--- config.mk ---
export PLATFORM = sky130hd
export DESIGN_NAME = vermi_spi_flat
export DESIGN_NICKNAME = d
export VERILOG_FILES = /design/src/rtl/vermi_spi_pkg.sv /design/src/rtl/vermi_spi_if.sv /design/src/rtl/vermi_spi_engine.sv /design/src/rtl/vermi_spi.sv /design/src/flat_wrapper.sv
export SDC_FILE = /design/constraint.sdc
export NUM_CORES = 1
export LEC_CHECK = 0
export CAP_MARGIN = 25
export CORE_MARGIN = 4
export CORE_UTILIZATION = 40
export DETAILED_ROUTE_END_ITERATION = 10
export PLACE_DENSITY = 0.76
export SYNTH_ARGS = -nofsm -noshare
export SYNTH_HDL_FRONTEND = slang
export SYNTH_SLANG_ARGS = --single-unit
export TNS_END_PERCENT = 5
--- constraint.sdc ---
create_clock -name clk -period 2.4 [get_ports clk]
set_input_delay 0.72 -clock clk [delete_from_list [all_inputs] [get_ports clk]]
set_output_delay 0.72 -clock clk [all_outputs]
set_load 0.01 [all_outputs]
--- src/rtl/vermi_spi_pkg.sv ---
// vermi_spi_pkg: register map, FSM states and STATUS layout shared by the SPI master files
package vermi_spi_pkg;
  localparam logic [1:0] OFF_DATA    = 2'd0;
  localparam logic [1:0] OFF_STATUS  = 2'd1;
  localparam logic [1:0] OFF_CONTROL = 2'd2;
  localparam logic [1:0] OFF_RSVD    = 2'd3;
  localparam int ST_BUSY = 0;
  localparam int ST_DONE = 1;
  localparam int ST_IE   = 2;
  localparam logic [7:0] DEV_ADDR = 8'h82;
  typedef enum logic [1:0] {IDLE, LEAD, TRAIL} state_e;
  function automatic logic [31:0] status_word(input logic ie, input logic done, input logic busy);
    logic [31:0] s;
    s = '0;
    s[ST_IE] = ie;
    s[ST_DONE] = done;
    s[ST_BUSY] = busy;
    return s;
  endfunction
endpackage

--- src/rtl/vermi_spi_if.sv ---
// vermi_spi_if: zero-wait-state decoded data bus between a bus master and the SPI register block
interface vermi_spi_if;
  logic        valid;
  logic        ready;
  logic [31:0] address;
  logic [3:0]  wstrobe;
  logic [31:0] wdata;
  logic [31:0] rdata;
  modport master (output valid, address, wstrobe, wdata, input ready, rdata);
  modport slave (input valid, address, wstrobe, wdata, output ready, rdata);
endinterface

--- src/rtl/vermi_spi_engine.sv ---
// vermi_spi_engine: SPI mode-0 MSB-first byte shifter with a per-transfer latched half-period divider
module vermi_spi_engine
  import vermi_spi_pkg::*;
(
  input  logic       clk,
  input  logic       reset,
  input  logic       start,
  input  logic [7:0] tx_byte,
  input  logic [7:0] div,
  input  logic       miso,
  output logic       busy,
  output logic       sclk,
  output logic       mosi,
  output logic [7:0] rx_byte,
  output logic       done_pulse
);
  state_e state_q, state_d;
  logic [7:0] cnt_q, cnt_d, div_q, div_d, tx_q, tx_d, sh_q, sh_d, rx_q, rx_d;
  logic [2:0] bit_q, bit_d;
  logic sclk_q, sclk_d, mosi_q, mosi_d, tick;
  assign tick = cnt_q == 8'd0;
  always_ff @(posedge clk) begin
    if (reset) begin
      state_q <= IDLE;
      cnt_q <= '0;
      div_q <= '0;
      tx_q <= '0;
      sh_q <= '0;
      rx_q <= '0;
      bit_q <= '0;
      sclk_q <= 1'b0;
      mosi_q <= 1'b0;
    end else begin
      state_q <= state_d;
      cnt_q <= cnt_d;
      div_q <= div_d;
      tx_q <= tx_d;
      sh_q <= sh_d;
      rx_q <= rx_d;
      bit_q <= bit_d;
      sclk_q <= sclk_d;
      mosi_q <= mosi_d;
    end
  end
  // div is captured at start so mid-transfer CONTROL writes wait for the next byte
  always_comb begin
    state_d = state_q;
    cnt_d = tick ? div_q : cnt_q - 8'd1;
    div_d = div_q;
    tx_d = tx_q;
    sh_d = sh_q;
    rx_d = rx_q;
    bit_d = bit_q;
    sclk_d = sclk_q;
    mosi_d = mosi_q;
    done_pulse = 1'b0;
    if (state_q == IDLE) begin
      if (start) begin
        state_d = LEAD;
        div_d = div;
        cnt_d = div;
        tx_d = tx_byte;
        mosi_d = tx_byte[7];
        bit_d = '0;
      end
    end else if (tick) begin
      if (state_q == LEAD) begin
        state_d = TRAIL;
        sclk_d = 1'b1;
        sh_d = {sh_q[6:0], miso};
      end else begin
        sclk_d = 1'b0;
        bit_d = bit_q + 3'd1;
        state_d = bit_q == 3'd7 ? IDLE : LEAD;
        rx_d = bit_q == 3'd7 ? sh_q : rx_q;
        done_pulse = bit_q == 3'd7;
        tx_d = bit_q == 3'd7 ? tx_q : {tx_q[6:0], 1'b0};
        mosi_d = bit_q == 3'd7 ? mosi_q : tx_q[6];
      end
    end
  end
  assign busy = state_q != IDLE;
  assign sclk = sclk_q;
  assign mosi = mosi_q;
  assign rx_byte = rx_q;
endmodule

--- src/rtl/vermi_spi.sv ---
// vermi_spi: memory-mapped SPI master registers (DATA/STATUS/CONTROL) around vermi_spi_engine;
// define VERMI_SPI_IRQ_EN to enable the ie bit and the registered done interrupt
module vermi_spi
  import vermi_spi_pkg::*;
#(
  parameter int unsigned DIV_RESET = 4
) (
  input  logic clk,
  input  logic reset,
  vermi_spi_if.slave bus,
  output logic irq,
  output logic sclk,
  output logic mosi,
  input  logic miso,
  output logic cs_n
);
  localparam logic [7:0] DIV_INIT = 8'(DIV_RESET);
  logic [1:0] off;
  logic wr, rd, data_rd, start, busy, done_pulse, ie;
  logic done_q, done_d, cs_q, cs_d;
  logic [7:0] div_q, div_d, rx_byte;
  logic unused_bits;
  assign off = bus.address[3:2];
  assign wr = bus.valid & (|bus.wstrobe);
  assign rd = bus.valid & ~(|bus.wstrobe);
  assign data_rd = rd & (off == OFF_DATA);
  assign start = wr & bus.wstrobe[0] & (off == OFF_DATA) & ~busy;
  // completion in the same cycle as a DATA read keeps done set
  assign done_d = done_pulse | (done_q & ~data_rd);
  assign div_d = (wr & bus.wstrobe[0] & (off == OFF_CONTROL)) ? bus.wdata[7:0] : div_q;
  assign cs_d = (wr & bus.wstrobe[1] & (off == OFF_CONTROL)) ? bus.wdata[8] : cs_q;
  always_ff @(posedge clk) begin
    if (reset) begin
      done_q <= 1'b0;
      cs_q <= 1'b0;
      div_q <= DIV_INIT;
    end else begin
      done_q <= done_d;
      cs_q <= cs_d;
      div_q <= div_d;
    end
  end
`ifdef VERMI_SPI_IRQ_EN
  logic ie_q, ie_d, irq_q;
  assign ie_d = (wr & bus.wstrobe[0] & (off == OFF_STATUS)) ? bus.wdata[ST_IE] : ie_q;
  always_ff @(posedge clk) begin
    if (reset) begin
      ie_q <= 1'b0;
      irq_q <= 1'b0;
    end else begin
      ie_q <= ie_d;
      irq_q <= done_q & ie_q & ~data_rd;
    end
  end
  assign ie = ie_q;
  assign irq = irq_q;
`else
  assign ie = 1'b0;
  assign irq = 1'b0;
`endif
  vermi_spi_engine u_engine (
    .clk(clk),
    .reset(reset),
    .start(start),
    .tx_byte(bus.wdata[7:0]),
    .div(div_q),
    .miso(miso),
    .busy(busy),
    .sclk(sclk),
    .mosi(mosi),
    .rx_byte(rx_byte),
    .done_pulse(done_pulse)
  );
  assign bus.ready = bus.valid & ~reset;
  assign bus.rdata = (~bus.valid | (off == OFF_RSVD)) ? '0 :
                     (off == OFF_DATA)   ? {24'b0, rx_byte} :
                     (off == OFF_STATUS) ? status_word(ie, done_q, busy) :
                                           {22'b0, cs_q, div_q};
  assign cs_n = ~cs_q;
  assign unused_bits = ^{bus.address[31:4], bus.address[1:0], bus.wdata[31:9], bus.wstrobe[3:2]};
endmodule

--- src/flat_wrapper.sv ---
// flat-port wrapper written by rule: the top's interface ports become plain ports
module vermi_spi_flat import vermi_spi_pkg::*;
#(
  parameter int unsigned DIV_RESET = 4
)
  (clk, reset, irq, sclk, mosi, miso, cs_n, bus_valid, bus_address, bus_wstrobe, bus_wdata, bus_ready, bus_rdata);
  vermi_spi_if bus_i ();
  input  logic clk;
  input  logic reset;
  output logic irq;
  output logic sclk;
  output logic mosi;
  input  logic miso;
  output logic cs_n;
  input wire logic [$bits(bus_i.valid)-1:0] bus_valid;
  input wire logic [$bits(bus_i.address)-1:0] bus_address;
  input wire logic [$bits(bus_i.wstrobe)-1:0] bus_wstrobe;
  input wire logic [$bits(bus_i.wdata)-1:0] bus_wdata;
  output wire logic [$bits(bus_i.ready)-1:0] bus_ready;
  output wire logic [$bits(bus_i.rdata)-1:0] bus_rdata;
  assign bus_i.valid = bus_valid;
  assign bus_i.address = bus_address;
  assign bus_i.wstrobe = bus_wstrobe;
  assign bus_i.wdata = bus_wdata;
  assign bus_ready = bus_i.ready;
  assign bus_rdata = bus_i.rdata;
  vermi_spi #(.DIV_RESET(DIV_RESET)) u_core (.clk(clk), .reset(reset), .bus(bus_i), .irq(irq), .sclk(sclk), .mosi(mosi), .miso(miso), .cs_n(cs_n));
endmodule
==> qor.json <==
{
  "cp-startpoint": "bus_address[3]",
  "cp_max_fo": 8,
  "yosys_register_bits": 56,
  "area.growth.synth_to_final_pct": 17.2,
  "synthesis.area_per_instance_um2": 8.59,
  "final_hold_violations": 0,
  "ff_latch_area_mm2": 0.00112,
  "reg2reg_slack_ns": 0.43,
  "drt.antenna.violating_nets": 0,
  "critPathLaunchType": "input pin",
  "avgRoutedWirePerCell_um": 13.8,
  "synth_async_sr_flop_share_pct": 0,
  "status": "finished, final reports clean",
  "cts_hold_buf": 0,
  "power_density_mw_per_mm2": 758,
  "syn_area_mm2": 0.00276,
  "finalNonFillerCells": 434,
  "p_sw_mw": 0.805,
  "leakage_nw": 1.38,
  "cts_tree": "yes",
  "drtIter0Drc": 61,
  "routed-via-count": 2286,
  "overflow": 0,
  "area_of_the_die_mm2": 0.00829,
  "hold_path_startpoint": "u_core.u_engine.sclk$_SDFFE_PP0N_",
  "setup_ws_ns": 0.108,
  "multiInputGateArea_mm2": 0.00144,
  "r2r-end": "u_core.u_engine.mosi$_SDFFE_PP0P_",
  "drive_above_1_share_pct": 12.9,
  "worst_ep_arrival_time_ns": 1.57,
  "utilization_after_layout_pct": 49.5,
  "clk_root_buffer_cell": "clkbuf_8",
  "hpwlAfterDp_mm": 4.37,
  "dpl.cell_count": 425,
  "io_pins": 109,
  "finalSetupViolCount": 0,
  "drt_first_pass_iters": 4,
  "power.share.clock_pct": 25.0,
  "final.setup_skew_ns": 0.00703,
  "synth.yosys.warnings": 0,
  "cap_violations": 0,
  "min_period_over_period_pct": 95.5,
  "worst_hold_path.num_cells": 2,
  "post_synth_num_cell_types": 48,
  "clk_path_buf_depth": 2,
  "vias_per_cell": 5.27,
  "clock.fmax_ghz": 0.436,
  "groute.usage.overall_pct": 14.5,
  "cts.htree.levels": 2,
  "timing.slew.headroom_pct": 62.1,
  "grt_antenna_before_repair": 0,
  "worstRegToRegCells": 6,
  "combinationalPowerShare_pct": 30.4,
  "io_buffers": 31,
  "nNetsFinal": 432,
  "cts_inserted_buffers": 5,
  "synth_seq_area_share_pct": 40.7,
  "seq_power_share_pct": 44.6,
  "detail_route.wirelength_mm": 5.99,
  "fillCellCount": 631,
  "irDropWorstVdd_mv": 0.470,
  "grt_start_max_net_pins": 58,
  "fp-row-count": 29,
  "die-width_um": 91.0,
  "worst_skew_pair.late_latency_ns": 0.31,
  "grt_first_pass_wirelength_mm": 10.0,
  "critPathCaptureType": "output port",
  "pre_cts_ws_ns": -0.669,
  "place.gp.congestion": 0.863,
  "die_h_um": 91.0,
  "required_time_of_the_critical_path_ns": 1.68,
  "post_synth_inst_count": 321,
  "num_antenna_cells": 0,
  "finalWorstPathRequiredPeriod_ns": 2.29,
  "cts.reportedPaths.clkPinSlew_ns": 0.09,
  "unrepaired_setup_endpoints_after_global_routing": "false",
  "worst_r2r_startpoint": "u_core.u_engine.cnt_q[0]$_SDFF_PP0_",
  "path_class": "input pin to output port",
  "cts.sinks": 56,
  "holdCritPathClass": "register to register",
  "initial_utilization_pct": 42.2,
  "power.switching_fraction_pct": 32.8,
  "synth_enable_flop_cells": 0,
  "finalPower_mw": 2.45,
  "internal_power_mw": 1.65,
  "report.final.slew_viol_count": 0,
  "setup_total_negative_slack_ns": 0,
  "hold-path-endpoint": "u_core.u_engine.sclk$_SDFFE_PP0N_",
  "ys.flop_type": "dfxtp_1",
  "timing_worst_slew_pin_value_ns": 0.569,
  "design.core.area_mm2": 0.00653,
  "drc": 0,
  "grt_pass1_vias": 2177
}
[synthesized netlist by cell type, drive strengths merged (2+ instances only)]
library cell   n  area, um^2
a21oi         28         140
a221oi         8        76.3
a311oi         7        61.3
and3           2        12.5
buf           32         226
clkbuf        11        42.5
dfxtp         56        1120
ha             4        50.1
inv           10        37.5
mux2i         24         240
nand2         40         150
nand2b         2        12.5
nand3          9        45.0
nand3b         2        15.0
nand4b         2        32.5
nor2          39         149
nor2b          7        43.8
nor3           4        20.0
nor3b          2        20.0
o211ai         3        22.5
o21ai          5        25.0
o31ai          2        15.0
o32ai          3        26.3
or2            2        12.5
or4            2        18.8
xor2           2        17.5
[state kept, by name (all words and copies together), names as in the netlist]
signal,count
u_core.cs_q,1
u_core.div_q,8
u_core.done_q,1
u_core.u_engine.bit_q,3
u_core.u_engine.cnt_q,8
u_core.u_engine.div_q,8
u_core.u_engine.mosi,1
u_core.u_engine.rx_byte,8
u_core.u_engine.sclk,1
u_core.u_engine.sh_q,8
u_core.u_engine.state_q,2
u_core.u_engine.tx_q,7
[power groups by stage]
| stage | combinational, mW | clock (mW) | sequential [mW] |
|---|---|---|---|
| 6_report | 0.744 | 0.612 | 1.09 |
| 5_1_grt | 0.849 | 0.656 | 1.10 |
| 4_1_cts | 0.745 | 0.623 | 1.09 |
| 3_5_place_dp | 0.736 | 0 | 1.11 |
| 3_3_place_gp | 0.720 | 0 | 1.11 |
| 2_1_floorplan | 0.610 | 0 | 1.09 |
[metrics by stage]
step	hold slack [ns]	cell area [um^2]
after global placement	0.443	3110
after floorplan	0.434	2840
after detailed placement	0.449	3110
after global routing	0.476	3230
final	0.461	3230
after CTS	0.463	3240
[repair_timing]
| action | CTS | global route |
|---|---|---|
| hold endpoints to repair | 0 | 0 |
| gates resized for setup | 32 | 6 |
| setup buffers | 1 | 0 |
| endpoints found under the setup margin | 10 | 7 |
[how the worst max path moves through the flow]
stage | cells past startpoint | end | slack, ns
after floorplan | 4 | bus_rdata[0] | 0.29
after global placement | 4 | bus_rdata[7] | -0.65
after detailed placement | 4 | bus_rdata[6] | -0.67
after CTS | 5 | bus_rdata[7] | 0.005
after global routing | 5 | bus_rdata[7] | 0.06
final | 5 | bus_rdata[7] | 0.11
[cells by family (layout without fill, tap and decap cells)]
family | Yosys count | after routing | synth area share, %
AOI/OAI and AO/OA | 60 | 60 | 14.3
xor gates and xnor gates | 3 | 3 | 0.953
adders and majority gates | 4 | 4 | 1.81
buffers and inverters | 53 | 66 | 11.1
DFF | 56 | 56 | 40.7
muxes | 25 | 25 | 9.12
other | 1 | 24 | 0.136
and+or+nand+nor | 119 | 119 | 21.9
[routing by layer]
| metal | track usage [%] | share of wire [%] | vias to the layer above |
|---|---|---|---|
| met5 | 0 | 0 | - |
| met4 | 5.15 | 1.1 | 0 |
| met3 | 2.89 | 4.3 | 9 |
| met2 | 24.4 | 49 | 51 |
| met1 | 18.6 | 46 | 1093 |
| li1 | - | - | 1133 |
[layout make-up]
class	count	share of cell area [%]
Clock buffer	6	2.25
Clock inverter	2	1.08
Inverter	10	1.16
Multi-Input combinational cell	235	44.7
Sequential cell	56	34.7
Tap cell	77	2.98
Timing Repair Buffer	48	13.2
[critical path, stage by stage]
cell and delay, ns:
buf_2 0.14, buf_8 0.15, mux2i_2 0.22, nor2_2 0.05
dlygate4sd2_1 0.28
[layout by cell type, fill, tap and decap left out, types with 2 or more instances in the layout]
cell / n
a21oi_1: 28
a221oi_1: 7
a311oi_1: 7
and3_1: 2
buf_2: 4
buf_4: 15
clkbuf_8: 5
clkdlybuf4s50_1: 17
conb_1: 24
dfxtp_1: 56
dlygate4sd2_1: 7
ha_1: 4
inv_1: 10
mux2i_1: 22
mux2i_2: 2
nand2_1: 40
nand3_1: 9
nand3b_1: 2
nor2_1: 36
nor2_2: 3
nor2b_1: 6
nor3_1: 4
o211ai_1: 3
o21ai_0: 5
o31ai_1: 2
o32ai_1: 3
xor2_1: 2
(Power assumes the default switching activity.)
